File: src/rtl/xs3_accum.sv
// Excess-3 accumulator: adds a two-digit excess-3 operand into an NDIG-digit excess-3 running sum, one digit per clock.
// Latency: a transfer at cycle T gives a done pulse at T+NDIG+2; one operand per NDIG+3 cycles at most.
// Backpressure: in_ready is high only in IDLE with no clear pending; the source holds its data until accepted.
module xs3_accum #(
  parameter int NDIG = 3
) (
  input  logic                  clk,
  input  logic                  rst_n,
  input  logic                  clr,
  input  logic                  in_valid,
  output logic                  in_ready,
  input  logic [3:0]            in_lo,
  input  logic [3:0]            in_hi,
  output logic [4*NDIG-1:0]     acc_xs3,
  output logic                  done,
  output logic                  busy,
  output logic                  ovf,
  output logic                  err
);

  localparam int IW = (NDIG > 1) ? $clog2(NDIG) : 1;
  localparam logic [IW-1:0] LAST_IDX = IW'(NDIG - 1);
  localparam logic [4*NDIG-1:0] ZERO_XS3 = {NDIG{4'b0011}};
  localparam logic [3:0] XS3_ZERO_DIGIT = 4'b0011;

  typedef enum logic [1:0] {
    IDLE  = 2'd0,
    CHECK = 2'd1,
    ADD   = 2'd2,
    DONE  = 2'd3
  } state_t;

  state_t state;
  state_t state_nxt;

  // Latched operand, working copy of the sum and digit-serial adder state.
  logic [3:0]          op_lo;
  logic [3:0]          op_hi;
  logic [4*NDIG-1:0]   work;
  logic [IW-1:0]       idx;
  logic                carry;

  // Combinational adder slice and helpers.
  logic [3:0]          digit_a;
  logic [3:0]          digit_b;
  logic [4:0]          raw;
  logic [3:0]          sum_digit;
  logic                carry_nxt;
  logic [4*NDIG-1:0]   work_nxt;
  logic                ops_legal;
  logic                xfer;
  logic                last_digit;

  function automatic logic is_legal(input logic [3:0] d);
    return (d >= 4'd3) && (d <= 4'd12);
  endfunction

  assign in_ready   = (state == IDLE) && !clr;
  assign xfer       = in_valid && in_ready;
  assign busy       = (state != IDLE);
  assign done       = (state == DONE);
  assign ops_legal  = is_legal(op_lo) && is_legal(op_hi);
  assign last_digit = (idx == LAST_IDX);

  // Select the accumulator digit and operand digit addressed by idx.
  always_comb begin
    digit_a = XS3_ZERO_DIGIT;
    for (int i = 0; i < NDIG; i++) begin
      if (idx == IW'(i)) begin
        digit_a = work[i*4 +: 4];
      end
    end
    if (idx == IW'(0)) begin
      digit_b = op_lo;
    end else if (idx == IW'(1)) begin
      digit_b = op_hi;
    end else begin
      digit_b = XS3_ZERO_DIGIT;
    end
  end

  // One excess-3 digit add: the binary sum of two xs3 digits carries a +6 bias,
  // so a decimal carry shows up as raw[4] and the bias is corrected by +3 or -3.
  always_comb begin
    raw = {1'b0, digit_a} + {1'b0, digit_b} + {4'b0000, carry};
    if (raw[4]) begin
      sum_digit = raw[3:0] + 4'd3;
      carry_nxt = 1'b1;
    end else begin
      sum_digit = raw[3:0] - 4'd3;
      carry_nxt = 1'b0;
    end
  end

  // Working register with the current digit replaced by the new sum digit.
  always_comb begin
    work_nxt = work;
    for (int i = 0; i < NDIG; i++) begin
      if (idx == IW'(i)) begin
        work_nxt[i*4 +: 4] = sum_digit;
      end
    end
  end

  // Next-state logic; clear always returns the FSM to IDLE.
  always_comb begin
    state_nxt = state;
    case (state)
      IDLE:    if (xfer) state_nxt = CHECK;
      CHECK:   state_nxt = ops_legal ? ADD : IDLE;
      ADD:     if (last_digit) state_nxt = DONE;
      DONE:    state_nxt = IDLE;
      default: state_nxt = IDLE;
    endcase
    if (clr) begin
      state_nxt = IDLE;
    end
  end

  // State register.
  always_ff @(posedge clk or negedge rst_n) begin
    if (!rst_n) begin
      state <= IDLE;
    end else begin
      state <= state_nxt;
    end
  end

  // Datapath: operand capture, digit-serial add into the working copy, and
  // publication of the finished sum. The visible sum and ovf are written on the
  // edge that enters DONE so they are already valid while done is high; partial
  // sums only ever live in the working register.
  always_ff @(posedge clk or negedge rst_n) begin
    if (!rst_n) begin
      acc_xs3 <= ZERO_XS3;
      work    <= ZERO_XS3;
      op_lo   <= XS3_ZERO_DIGIT;
      op_hi   <= XS3_ZERO_DIGIT;
      idx     <= '0;
      carry   <= 1'b0;
      ovf     <= 1'b0;
      err     <= 1'b0;
    end else if (clr) begin
      acc_xs3 <= ZERO_XS3;
      work    <= ZERO_XS3;
      idx     <= '0;
      carry   <= 1'b0;
      ovf     <= 1'b0;
      err     <= 1'b0;
    end else begin
      case (state)
        IDLE: begin
          if (xfer) begin
            op_lo <= in_lo;
            op_hi <= in_hi;
            work  <= acc_xs3;
          end
        end
        CHECK: begin
          if (!ops_legal) begin
            err <= 1'b1;
          end
          idx   <= '0;
          carry <= 1'b0;
        end
        ADD: begin
          work  <= work_nxt;
          carry <= carry_nxt;
          idx   <= idx + 1'b1;
          if (last_digit) begin
            acc_xs3 <= work_nxt;
            if (carry_nxt) begin
              ovf <= 1'b1;
            end
          end
        end
        DONE: begin
          idx <= '0;
        end
        default: begin
          idx <= '0;
        end
      endcase
    end
  end

endmodule
File: config.mk
export PLATFORM = sky130hd
export DESIGN_NAME = xs3_accum
export DESIGN_NICKNAME = d
export VERILOG_FILES = /design/src/rtl/xs3_accum.sv
export SDC_FILE = /design/constraint.sdc
export NUM_CORES = 1
export LEC_CHECK = 0
export CAP_MARGIN = 0
export CORE_MARGIN = 3
export CORE_UTILIZATION = 40
export CTS_CLUSTER_SIZE = 16
export DETAILED_ROUTE_END_ITERATION = 10
export GPL_TIMING_DRIVEN = 1
export PLACE_DENSITY = 0.63
export SLEW_MARGIN = 20
export SYNTH_ARGS = -nofsm -noshare
export SYNTH_HDL_FRONTEND = slang
export SYNTH_SLANG_ARGS = --single-unit
File: constraint.sdc
create_clock -name clk -period 5.2 [get_ports clk]
set_clock_uncertainty 0.05 [all_clocks]
set_input_delay 1.3 -clock clk [delete_from_list [all_inputs] [get_ports clk]]
set_output_delay 1.3 -clock clk [all_outputs]
set_load 0.1 [all_outputs]
Word level (Yosys, flattened, before mapping)
Cells that the tools add are included.
{"block": "totals", "regBits": 39, "input_bits": 12, "output_inout_bits": 17}
{"block": "classes", "addsub": 5, "magnitude_cmp": 4, "n_eq_ne": 8, "n_mux": 32, "bitwise_logic": 1, "n_reduce_logical": 23}
{"operator": "12-bit 2-to-1 mux", "n": 5}
{"operator": "4-bit 2-to-1 mux", "n": 9}
{"operator": "12-bit case mux with 2 select lines", "n": 1}
{"operator": "2-bit 2-to-1 mux", "n": 5}
{"operator": "2-bit nonzero test", "n": 5}
{"operator": "1-bit 2-to-1 mux", "n": 9}
{"operator": "3-bit nonzero test", "n": 3}
{"operator": "4-bit by 2-bit >= comparator with 1-bit output (second input constant)", "n": 2}
{"operator": "4-bit <= comparator (second input constant)", "n": 2}
{"operator": "2-bit case mux with 4 select lines", "n": 1}
{"operator": "2-bit AND reduction", "n": 4}
{"operator": "2-bit equality test (second input constant)", "n": 3}
{"operator": "3-bit != test (second input constant)", "n": 2}
{"operator": "3-bit AND reduction", "n": 2}
{"operator": "4-bit by 4-bit adder with 5-bit output", "n": 1}
{"operator": "5-bit by 1-bit adder with 5-bit output", "n": 1}
{"operator": "1-bit logical AND", "n": 5}
{"operator": "4-bit by 2-bit adder with 4-bit output (second input constant)", "n": 1}
{"operator": "2-bit by 1-bit equality test with 1-bit output (second input constant)", "n": 2}
{"operator": "2-bit logical NOT", "n": 2}
{"operator": "2-bit case mux with 2 select lines", "n": 1}
{"operator": "4-bit by 2-bit subtractor with 4-bit output (second input constant)", "n": 1}
{"operator": "2-bit by 1-bit adder with 2-bit output (second input constant)", "n": 1}
{"operator": "2-bit != test (second input constant)", "n": 1}
{"operator": "4 further kinds", "n": 4}

Longest topological paths before layout
Gate-level depths: netlist of run 1.
{"block": "logic_depth", "word_depth": 12, "mapped_depth": 21, "depth_no_buf": 20}

Least setup slack after synthesis of run 1
Ideal clock, no wire load.
{"block": "synth_path", "path_kind": "input to output", "startpoint": "input port clr", "endpoint": "output port in_ready", "t_arrival_ps": 2572, "slack_ps": 1278, "path_stages": 1, "n_path_buf": 0, "path_cell_list": "nor2_1"}
{"block": "synth_via", "elab_chain_len": 2}
{"item": "start, declared", "line_no": "9", "rtl": "input logic clr,"}
{"item": "1-bit logical NOT", "line_no": "58", "rtl": "assign in_ready = (state == IDLE) && !clr;"}
{"item": "1-bit logical AND", "line_no": "58"}
{"item": "end, declared", "line_no": "11", "rtl": "output logic in_ready,"}
No other way between the ends.

Worst setup path in the final report of run 1
{"block": "layout_path", "startpoint": "register idx[1]", "endpoint": "register work[11]"}
{"block": "layout_via", "elab_chain_len": 11, "elab_cells_between_ends": 16}
{"item": "start, declared", "line_no": "40", "rtl": "logic [IW-1:0] idx;"}
{"item": "start signal, assigned", "line_no": "169", "rtl": "idx <= idx + 1'b1;"}
{"item": "2-bit logical NOT", "line_no": "69, 73"}
{"item": "4-bit 2-to-1 mux (3 in series)", "line_no": "69", "rtl": "if (idx == IW'(i)) begin"}
{"item": "4-bit by 4-bit adder with 5-bit output", "line_no": "85", "rtl": "raw = {1'b0, digit_a} + {1'b0, digit_b} + {4'b0000, carry};"}
{"item": "5-bit by 1-bit adder with 5-bit output", "line_no": "85"}
{"item": "4-bit by 2-bit subtractor with 4-bit output or 4-bit by 2-bit adder with 4-bit output (tied branches)", "line_no": "90, 87"}
{"item": "4-bit 2-to-1 mux", "line_no": "86", "rtl": "if (raw[4]) begin"}
{"item": "4-bit 2-to-1 mux (*)", "line_no": "99", "rtl": "if (idx == IW'(i)) begin"}
{"item": "12-bit case mux with 2 select lines (*)", "line_no": "151", "rtl": "case (state)"}
{"item": "12-bit 2-to-1 mux (*)", "line_no": "143", "rtl": "end else if (clr) begin"}
{"item": "end signal, assigned", "line_no": "156", "rtl": "work <= acc_xs3;"}
{"item": "end signal, assigned", "line_no": "167", "rtl": "work <= work_nxt;"}
{"item": "end, declared", "line_no": "39", "rtl": "logic [4*NDIG-1:0] work;"}
Mark *: on every way between the ends. The rest lies on a longest branch, timed or not.
A chain may end at the register's enable or synchronous reset.

==> impl_summary.log, run 1 <==
[metrics] clock group share of total power: 0.199
[metrics] number of flops mapped to enable cells by yosys: 0
[metrics] Clock Tree Root: clkbuf_8
[metrics] proportion of power drawn by combinational gates: 0.436
[metrics] final HPWL from detailed placement: 3.83 mm
[metrics] final count of hold timing violations: 0
[metrics] pin slew with the least headroom to its limit: 0.977 ns
[metrics] latest clock arrival within the worst-skew pair: 0.29 ns
[metrics] switching share of power: 0.401
[metrics] maximum clock frequency: 236 MHz
[metrics] wire length of the first global-routing pass: around 8.7 mm
[metrics] Diodes inserted: 0
[metrics] CTS Hold Bufs: 0
[metrics] setup repair after global routing missed its margin: false
[metrics] Mapped Area: roughly 0.0023 mm2
[metrics] routed len/inst: 15.4 um
[metrics] RD Place Congestion: 0.844
[metrics] endpoint class of the critical path: flop
[metrics] Flop pwr share: 0.365
[metrics] P_sw: 0.403 mW
[metrics] number of antenna violations at the first check in global routing: 0
[metrics] level count of the clock H-tree: 2
[metrics] setup TNS after final layout: 0 ns
[metrics] Antenna Violating Nets Remaining: 0
[metrics] number of clock sinks: 39
[metrics] PwrDens: 374 mW/mm2
[metrics] clock-pin slew reported for the worst setup and hold paths after clock tree synthesis: 0.08 ns
[metrics] Iteration-0 DRC Markers: 63
[metrics] nature of the critical path startpoint: flop
[metrics] final non-filler cell area: around 0.0027 mm2
[metrics] effective utilization at floorplan: 0.418
[metrics] TritonCTS clock tree: built
[metrics] floorplan die area: 0.00674 mm2
[metrics] type of the worst setup path: reg2reg
[metrics] Avg Inst Size Synth: 9.38 um2
[metrics] post-cts resize count: 0
[metrics] Setup Fix Bufs, Post-CTS: 0
[metrics] largest net degree at the start of global routing: 40
[metrics] Leak Pwr: 1.12 nW
[metrics] final worst path period share: 0.815
[metrics] I/O pin count: 29
[metrics] dpl cell area: 0.00261 mm2
[metrics] Yosys warning count: 0
[metrics] GR Overflow Total: 0
[metrics] # Max-Cap Violations: 0
[metrics] Max transition margin: 0.346
[metrics] Most used DFF post-synth: dfrtp_1
[metrics] HP Class: reg2reg
[metrics] Die Y: 82.1 um
[metrics] Mapped Cells: 247
[metrics] share of the yosys chip area belonging to registers: 0.430
[metrics] register-to-register path setup slack: 0.96 ns
[metrics] number of buffer cells added on primary ports: 28
[metrics] Cell variety after synth: 48
[metrics] maximum fanout along the worst path: 9
[metrics] P&R area growth vs syn: 16.1%
[metrics] number of detailed-route iterations in the first pass: 4
[metrics] clock tree buffer depth: 2
[metrics] aggregate global-route resource usage: 0.169
[metrics] share of async-settable or async-resettable flops after synthesis: 1.00
[metrics] floorplan row count: 27
[metrics] number of global-route vias before repair: between 1500 and 2000
[metrics] DRC: 0
[metrics] total wire length after detailed routing: 5.26 mm
[metrics] total of endpoints with negative setup slack in the final report: 0
[metrics] #FFs+latches synth: 39
[metrics] Internal Power: 0.602 mW
[metrics] core area: 0.00554 mm2
[metrics] post-layout minimum cycle time: ~4.2 ns
[metrics] data required time of the critical path: 5.33 ns
[metrics] outcome: completed
[metrics] total via count after detailed routing: 1808
[metrics] die span in x: 82.1 um
[metrics] syn_nets: 270
[metrics] Vias per Instance: 5.30
[metrics] share of cells above drive strength 1: 0.167
[metrics] clock buffer count from CTS: 5
[metrics] Final Net Count: roughly 290
[metrics] pins over their slew limit: 0
[metrics] arrival time worst endpoint: approximately 4.4 ns
[metrics] worst IR drop on VDD: 0.000208 V
final cells by class:
cell class,count,area (um2)
clock buffer,7,76.3
clock inverter,1,5.00
fill,570,2850
inverter,14,52.6
multi-input combinational,178,1180
sequential,39,996
tap,72,90.1
timing repair buffer,30,288
critical path, cell delays in order (launching register included):
cell,delay (ns)
dfrtp_1,0.40
inv_1,0.08
ha_1,0.38
inv_2,0.15
nand2_1,0.12
o22ai_1,0.08
nor2_1,0.08
a21oi_1,0.07
fa_1,0.48
fa_1,0.42
inv_1,0.07
a21o_2,0.12
a21oi_1,0.13
ha_1,0.37
a21oi_1,0.16
nand2_1,0.08
xor2_1,0.17
xnor2_2,0.34
nor2_2,0.06
a2111oi_2,0.33
final timing paths:
path                         from  cells after the start    endpoint
max                        idx[1]                     19    work[11]
min                           ovf                      2         ovf
max reg2reg                idx[1]                     19    work[11]
min reg2reg                   ovf                      2         ovf
max in group asynchronous   rst_n                      1    op_lo[2]
min in group asynchronous   rst_n                      1  acc_xs3[6]
flip-flops by register name, indices dropped and copies added, names as in the netlist:
register  cells
idx           2
state         2
ovf           1
work         12
op_lo         4
err           1
acc_xs3      12
op_hi         4
carry         1
cell usage in the layout (no fill, tap or decap), types with 2 or more instances in the layout:
| cell | netlist | layout |
|---|---|---|
| dfrtp_1 | 23 | 23 |
| xnor2_1 | 3 | 3 |
| nor2_1 | 24 | 24 |
| ha_1 | 8 | 8 |
| fa_1 | 3 | 3 |
| a22o_1 | 3 | 3 |
| nand2b_1 | 3 | 3 |
| clkbuf_8 | 0 | 5 |
| o22ai_1 | 4 | 4 |
| nor2_2 | 2 | 2 |
| a211oi_1 | 8 | 8 |
| nand2_1 | 24 | 24 |
| a211o_1 | 6 | 6 |
| nor3_1 | 4 | 4 |
| inv_1 | 13 | 13 |
| mux2_2 | 8 | 8 |
| buf_4 | 1 | 3 |
| o21ai_0 | 18 | 18 |
| a21oi_1 | 23 | 23 |
| and3_1 | 2 | 2 |
| o211ai_1 | 2 | 2 |
| nor2b_1 | 4 | 4 |
| mux2i_1 | 7 | 7 |
| clkbuf_1 | 6 | 2 |
| and2_1 | 3 | 3 |
| dfstp_2 | 16 | 16 |
| nand3b_1 | 2 | 2 |
| clkdlybuf4s50_1 | 0 | 26 |
synthesized netlist by cell type (all sizes together), types with 2 or more instances:
library cell   n  area (um2)
nor2          26         103
nand2         25        96.4
a21oi         24         124
dfrtp         23         576
o21ai         19        95.1
dfstp         16         420
inv           14        52.6
buf            9        58.8
a211oi         8        60.1
ha             8         100
mux2           8        90.1
clkbuf         7        27.5
mux2i          7        70.1
a211o          6        52.6
nor3           5        30.0
nor2b          4        25.0
o22ai          4        25.0
xnor2          4        42.6
a22o           3        26.3
and2           3        18.8
fa             3        60.1
nand2b         3        18.8
a21o           2        16.3
and3           2        12.5
nand3b         2        15.0
o211ai         2        15.0
or2            2        12.5
stage by stage:
| stage | setup slack [ns] | utilization | total power, mW | cells | hold WS (ns) |
|---|---|---|---|---|---|
| after floorplan | 1.28 | - | 0.705 | 247 | 0.410 |
| after global placement | 1.10 | 0.471 | 0.808 | 333 | 0.432 |
| after detailed placement | 0.981 | 0.471 | 0.810 | 333 | 0.437 |
| after CTS | 0.946 | 0.486 | 1.01 | 341 | 0.448 |
| after global routing | 0.560 | 0.486 | 1.08 | 341 | 0.484 |
| final | 0.964 | 0.486 | 1.01 | 341 | 0.450 |
power groups by stage:
stage / sequential [mW] / clock [mW] / combinational [mW]
CTS: 0.367 / 0.203 / 0.442
finish: 0.367 / 0.200 / 0.438
global placement: 0.372 / 0 / 0.436
detailed placement: 0.373 / 0 / 0.438
floorplan: 0.381 / 0 / 0.324
global route: 0.371 / 0.216 / 0.490
logic make-up (layout without fill, tap and decap cells):
kind of cell,Yosys count,in the layout,synth area share
AO/OA/AOI/OAI,74,74,0.204
AND/OR/NAND/NOR,73,73,0.146
flip-flops,39,39,0.430
buffers and inverters,30,52,0.0599
multiplexers,15,15,0.0691
adder cells (fa/ha/maj),11,11,0.0691
XOR/XNOR,5,5,0.0221
metal layers:
| metal | vias up | global-route usage | routed length (um) |
|---|---|---|---|
| met5 | - | 0 | 0 |
| met4 | 0 | 0.0399 | 45 |
| met3 | 7 | 0.0336 | 238 |
| met2 | 40 | 0.265 | 2490 |
| met1 | 861 | 0.242 | 2490 |
| li1 | 900 | - | - |
Note: power is estimated with default switching activity, not from simulation.
==> run 2: changes to the inputs <==
Settings changed: PLACE_DENSITY 0.63 to 0.65.
Clock period 5.2 ns to 3.5 ns, I/O delays scaled along.
==> run 2 against run 1 <==
  * The flow now finishes with violations (negative setup slack)
  * Die area unchanged
  * Count of clock-buffer cells in the layout decreased by 1
  * Global-route usage increased by 1.1 points
  * Non-clock buffer count increased by 19
  * Critical path depth decreased by 1
  * Power increased by 100%
  * Final area increased by 13%
  * Final cell count increased by 5.6%
  * Critical path type unchanged
==> impl_summary.log, run 2 (synthesis results as in run 1) <==
[metrics] maximum fanout along the worst path: 5 (was 9)
[metrics] final HPWL from detailed placement: 4.01 mm (was 3.83 mm)
[metrics] number of antenna violations at the first check in global routing: 0 (unchanged)
[metrics] number of detailed-route iterations in the first pass: 4 (unchanged)
[metrics] number of buffer cells added on primary ports: 28 (unchanged)
[metrics] effective utilization at floorplan: 0.418 (unchanged)
[metrics] multi-input combinational cell area: 0.00136 mm2 (was 0.00118 mm2)
[metrics] area occupied by registers: 996 um2 (unchanged)
[metrics] total via count after detailed routing: 1932 (was 1808)
[metrics] number of clock sinks: 39 (unchanged)
[metrics] worst slack, placed: -0.0693 ns (was 0.981 ns)
[metrics] GR Overflow Total: 0 (unchanged)
[metrics] share of cells above drive strength 1: 0.392 (was 0.167)
[metrics] type of the worst setup path: reg2reg (unchanged)
[metrics] Clock Tree Root: clkbuf_8 (unchanged)
[metrics] aggregate global-route resource usage: 0.180 (was 0.169)
[metrics] final non-filler cell total: 360 (was 341)
[metrics] maximum clock frequency: 283 MHz (was 236 MHz)
[metrics] total of endpoints with negative setup slack in the final report: 2 (was 0)
[metrics] DRC: 0 (unchanged)
[metrics] floorplan die area: 0.00674 mm2 (unchanged)
[metrics] wire length of the first global-routing pass: 9.31 mm (was 8.71 mm)
[metrics] most frequent standard cell in the layout excluding fill and tap cells: buf_4 (was clkdlybuf4s50_1)
[metrics] core area: 0.00554 mm2 (unchanged)
[metrics] Diodes inserted: 0 (unchanged)
[metrics] HP Class: reg2reg (unchanged)
[metrics] Leak Pwr: 1.26 nW (was 1.12 nW)
[metrics] total of fill cells in the finished design: 498 (was 570)
[metrics] TritonCTS clock tree: built (unchanged)
[metrics] # Max-Cap Violations: 0 (unchanged)
[metrics] violations in the final reports: negative setup slack
[metrics] latest clock arrival within the worst-skew pair: 0.29 ns (about the same)
[metrics] Final Net Count: 310 (was 291)
[metrics] routed len/inst: 16.2 um (was 15.4 um)
[metrics] clock tree buffer depth: 2 (unchanged)
[metrics] CTS Hold Bufs: 0 (unchanged)
[metrics] leading cell types in the layout, fill and taps excluded: 36 x buf_4, 23 x nor2_1, 23 x dfrtp_1 (was 26 x clkdlybuf4s50_1, 24 x nand2_1, 24 x nor2_1)
[metrics] final count of hold timing violations: 0 (unchanged)
[metrics] level count of the clock H-tree: 2 (unchanged)
[metrics] cell count after placement: 343 (was 333)
[metrics] clock buffer count from CTS: 5 (unchanged)
[metrics] PwrDens: 665 mW/mm2 (was 374 mW/mm2)
[metrics] Die Y: 82.1 um (unchanged)
[metrics] arrival time worst endpoint: 3.69 ns (was 4.37 ns)
[metrics] Iteration-0 DRC Markers: 100 (was 63)
[metrics] largest net degree at the start of global routing: 40 (unchanged)
[metrics] pins over their slew limit: 0 (unchanged)
[metrics] P&R area growth vs syn: 30.6% (was 16.1%)
[metrics] outcome: complete, but fails checks (was completed)
[metrics] I/O pin count: 29 (unchanged)
[metrics] Vias per Instance: 5.37 (was 5.30)
[metrics] setup ws final: -0.0319 ns (was 0.964 ns)
[metrics] RD Place Congestion: 0.805 (was 0.844)
[metrics] floorplan row count: 27 (unchanged)
[metrics] post-layout minimum cycle time: 3.53 ns (was 4.24 ns)
[metrics] setup repair after global routing missed its margin: true (was false)
[metrics] endpoint class of the critical path: flop (unchanged)
[metrics] pin slew with the least headroom to its limit: 0.887 ns (was 0.977 ns)
[metrics] total wire length after detailed routing: 5.82 mm (was 5.26 mm)
[metrics] die span in x: 82.1 um (unchanged)
[metrics] Antenna Violating Nets Remaining: 0 (unchanged)
[metrics] data required time of the critical path: 3.66 ns (was 5.33 ns)
[metrics] fin util: 0.546 (was 0.486)
[metrics] nature of the critical path startpoint: flop (unchanged)
[metrics] final worst path period share: 1.01 (was 0.815)
[metrics] Max transition margin: 0.408 (was 0.346)
[metrics] worst IR drop on VDD: 0.000336 V (was 0.000208 V)
[metrics] number of global-route vias before repair: 1860 (was 1755)
[metrics] clock-pin slew reported for the worst setup and hold paths after clock tree synthesis: 0.08 ns (about the same)
[metrics] registers with the most flip-flops: acc_xs3: 12 flops, work: 12 flops (unchanged)
-- run 2: final timing paths --
check | start | endpoint | slack [ns] | cells after the start
max in group asynchronous | rst_n | carry | 2.19 | 1
setup / recovery | idx[1] | acc_xs3[3] | -0.03 | 18
hold reg to reg | acc_xs3[0] | acc_xs3[0] | 0.45 | 2
setup reg to reg | idx[1] | acc_xs3[3] | -0.03 | 18
min in group asynchronous | rst_n | acc_xs3[6] | 0.65 | 1
hold / removal | acc_xs3[0] | acc_xs3[0] | 0.45 | 2
-- run 2: timing repair --
action                                  4_1_cts  5_1_grt
endpoints found under the setup margin        7       16
gates resized for setup                       8       31
buffers inserted                              1        8
cloned                                        0        0
pin swaps                                     2       22
-- run 2: layout make-up --
class,instances,share of cell area
sequential,39,0.329
timing repair buffer,49,0.134
inverter,14,0.0182
clock inverter,2,0.0116
clock buffer,6,0.0273
multi-input combinational,178,0.450
tap,72,0.0298
-- run 2: per-layer routing --
layer / part of all wire / global-route usage / vias up
li1: - / - / 937
met1: 0.44 / 0.252 / 936
met2: 0.49 / 0.284 / 50
met3: 0.054 / 0.0380 / 9
met4: 0.016 / 0.0498 / 0
met5: 0 / 0 / -
-- run 2: critical path, stage by stage (launching register included) --
cell and delay (ns):
dfrtp_1 0.40, buf_4 0.14, buf_4 0.13, ha_2 0.20, nor2_2 0.11, a21oi_2 0.06
fa_2 0.41, fa_2 0.41, inv_2 0.07, a21o_4 0.13, a21oi_4 0.08, ha_4 0.26
a21oi_2 0.14, nand2_2 0.08, xor2_2 0.18, xnor2_2 0.18, buf_6 0.15, nand2_2 0.05
a211oi_2 0.22
-- run 2: stage by stage --
| step | setup TNS (ns) | hold WS [ns] | power (mW) | area [um2] |
|---|---|---|---|---|
| after floorplan | 0 | 0.412 | 1.08 | 2360 |
| after global placement | 0 | 0.435 | 1.30 | 2690 |
| after detailed placement | -0.187 | 0.436 | 1.31 | 2690 |
| after CTS | -0.00241 | 0.449 | 1.75 | 2850 |
| after global routing | -1.08 | 0.482 | 2.12 | 3030 |
| final | -0.0347 | 0.451 | 2.01 | 3030 |
-- run 2: power by group --
group          switching [mW]  internal, mW
clock                   0.163         0.231
combinational           0.540         0.530
sequential             0.0457         0.503
total                   0.749          1.26
==> run 3: changes to the inputs <==
Settings changed: REMOVE_ABC_BUFFERS set to 1.
==> run 3 against run 2 <==
  * The flow still finishes with violations (negative setup slack)
  * Power down 3.3%
  * Via count up 2.7%
  * Die area stayed put
  * Count of clock-buffer cells in the layout grew 2
  * Combinational power barely moved
  * Critical path type unchanged
  * Setup slack got worse by 0.054 ns
  * Final area is 2.4% higher
==> impl_summary.log, run 3 (synthesis results as in run 1) <==
[metrics] outcome: complete, but fails checks (unchanged)
[metrics] violations in the final reports: negative setup slack (unchanged)
[metrics] leading cell types in the layout, fill and taps excluded: 47 x buf_4, 24 x nor2_1, 23 x dfrtp_1 (was 36 x buf_4, 23 x nor2_1, 23 x dfrtp_1)
[metrics] PwrDens: 629 mW/mm2 (was 665 mW/mm2)
[metrics] data required time of the critical path: 3.64 ns (was 3.66 ns)
[metrics] HP Class: reg2reg (unchanged)
[metrics] worst IR drop on VDD: 0.000317 V (was 0.000336 V)
[metrics] number of detailed-route iterations in the first pass: 4 (unchanged)
[metrics] aggregate global-route resource usage: 0.183 (was 0.180)
[metrics] Leak Pwr: 1.31 nW (was 1.26 nW)
[metrics] pin slew with the least headroom to its limit: 0.871 ns (was 0.887 ns)
[metrics] min-delay src: work[8] (was acc_xs3[0])
[metrics] clock buffer count from CTS: 5 (unchanged)
[metrics] Iteration-0 DRC Markers: 102 (was 100)
[metrics] endpoint class of the critical path: flop (unchanged)
[metrics] Worst Hold Slack: 0.453 ns (was 0.451 ns)
[metrics] # Max-Cap Violations: 0 (unchanged)
[metrics] post-layout minimum cycle time: 3.59 ns (was 3.53 ns)
[metrics] number of buffer cells added on primary ports: 28 (unchanged)
[metrics] final worst path period share: 1.02 (was 1.01)
[metrics] TritonCTS clock tree: built (unchanged)
[metrics] RD Place Congestion: 0.821 (was 0.805)
[metrics] number of global-route vias before repair: 1902 (was 1860)
[metrics] registers with the most flip-flops: acc_xs3: 12 flops, work: 12 flops (unchanged)
[metrics] CP max stage cell: dfrtp_1 (was fa_2)
[metrics] delay of the slowest critical-path stage: 0.43 ns (was 0.41 ns)
[metrics] I/O pin count: 29 (unchanged)
[metrics] Vias per Instance: 5.36 (was 5.37)
[metrics] die span in x: 82.1 um (unchanged)
[metrics] cell family with the largest share of critical-path delay: adder cells (unchanged)
[metrics] arrival time worst endpoint: 3.73 ns (was 3.69 ns)
[metrics] clock tree buffer depth: 2 (unchanged)
[metrics] setup repair after global routing missed its margin: true (unchanged)
[metrics] fin util: 0.559 (was 0.546)
[metrics] Final Net Count: 320 (was 310)
[metrics] floorplan row count: 27 (unchanged)
[metrics] latest clock arrival within the worst-skew pair: 0.29 ns (about the same)
[metrics] Clock Tree Root: clkbuf_8 (unchanged)
[metrics] Bufs and invs on worst path: 3 (was 4)
[metrics] floorplan die area: 0.00674 mm2 (unchanged)
[metrics] maximum fanout along the worst path: 4 (was 5)
[metrics] Max transition margin: 0.419 (was 0.408)
[metrics] maximum clock frequency: 279 MHz (was 283 MHz)
[metrics] wire length of the first global-routing pass: 9.40 mm (was 9.31 mm)
[metrics] core area: 0.00554 mm2 (unchanged)
[metrics] level count of the clock H-tree: 2 (unchanged)
[metrics] most frequent standard cell in the layout excluding fill and tap cells: buf_4 (unchanged)
[metrics] Critical path origin: idx[0] (was idx[1])
[metrics] Antenna Violating Nets Remaining: 0 (unchanged)
[metrics] routed len/inst: 15.7 um (was 16.2 um)
[metrics] pins over their slew limit: 0 (unchanged)
[metrics] CTS Hold Bufs: 0 (unchanged)
[metrics] total of endpoints with negative setup slack in the final report: 4 (was 2)
[metrics] total wire length after detailed routing: 5.79 mm (was 5.82 mm)
[metrics] largest net degree at the start of global routing: 40 (unchanged)
[metrics] source of the worst register-to-register timing path: idx[0] (was idx[1])
[metrics] DRC: 0 (unchanged)
[metrics] setup ws final: -0.0856 ns (was -0.0319 ns)
[metrics] final count of hold timing violations: 0 (unchanged)
[metrics] Diodes inserted: 0 (unchanged)
[metrics] number of clock sinks: 39 (unchanged)
[metrics] total via count after detailed routing: 1985 (was 1932)
[metrics] effective utilization at floorplan: 0.418 (unchanged)
[metrics] share of cells above drive strength 1: 0.406 (was 0.392)
[metrics] type of the worst setup path: reg2reg (unchanged)
[metrics] Die Y: 82.1 um (unchanged)
[metrics] nature of the critical path startpoint: flop (unchanged)
[metrics] number of antenna violations at the first check in global routing: 0 (unchanged)
[metrics] P&R area growth vs syn: 33.7% (was 30.6%)
[metrics] final HPWL from detailed placement: 3.97 mm (was 4.01 mm)
[metrics] GR Overflow Total: 0 (unchanged)
[metrics] clock-pin slew reported for the worst setup and hold paths after clock tree synthesis: 0.07 ns (was 0.08 ns)
[metrics] cell breakdown of the critical path: inv_2, ha_4, nand2_4, o22ai_2, nor2_1, a21oi_2, fa_2, fa_2, inv_1, a21o_2, a21oi_4, ha_4, a21oi_2, nand2_2, xor2_2, xnor2_2, buf_4, nor2_4, a2111oi_4 (was buf_4, buf_4, ha_2, nor2_2, a21oi_2, fa_2, fa_2, inv_2, a21o_4, a21oi_4, ha_4, a21oi_2, nand2_2, xor2_2, xnor2_2, buf_6, nand2_2, a211oi_2)
## run 3: cell types whose count changed in the layout (fill, tap and decap cells not counted), sizes merged
cell	before	now
buf	39	49
clkbuf	6	8
bufinv	1	0
clkinv	1	0
## run 3: per-layer routing
metal | routed length (um) | up-vias | track usage
li1 | - | 953 | -
met1 | 2670 | 967 | 0.244
met2 | 2750 | 51 | 0.295
met3 | 241 | 14 | 0.0358
met4 | 133 | 0 | 0.0648
met5 | 0 | - | 0
## run 3: layout make-up
cell class,instances,area [um2]
clock buffer,8,100
sequential,39,996
inverter,14,57.6
tap,72,90.1
fill,493,2440
multi-input combinational,178,1380
timing repair buffer,59,478
## run 3: tightest hold or removal path, stage by stage (launching register included)
cell and delay (ns):
dfstp_2 0.38, nand2_1 0.05, o21ai_0 0.07
## run 3: worst paths after layout
path                              endpoint  slack, ns  cells after the start
worst min register to register     work[8]       0.45                      2
min in group asynchronous          work[6]       0.65                      1
worst max-delay path              work[11]      -0.09                     19
worst min-delay path               work[8]       0.45                      2
max in group asynchronous       acc_xs3[7]       2.21                      1
worst max register to register    work[11]      -0.09                     19
## run 3: what timing repair did
item                                    4_1_cts  5_1_grt
resized for setup                            15       30
endpoints found under the setup margin       13       11
buffers inserted                              1        7
pin swaps                                     6       22
## run 3: power by group
group | switching (mW) | internal [mW]
combinational | 0.540 | 0.526
sequential | 0.0430 | 0.503
clock | 0.155 | 0.180
total | 0.738 | 1.21
## run 3: metrics by stage
step           worst slack [ns]  cell area (um2)  cells  TNS [ns]  power [mW]
3_3_place_gp            -0.0955             2750    355    -0.324        1.28
6_report                -0.0856             3100    370    -0.169        1.95
4_1_cts                -0.00203             2940    364  -0.00203        1.77
2_1_floorplan            -0.297             2230    231     -1.48        1.03
5_1_grt                  -0.242             3100    370     -2.09        2.07
3_5_place_dp             -0.267             2750    355     -1.53        1.29
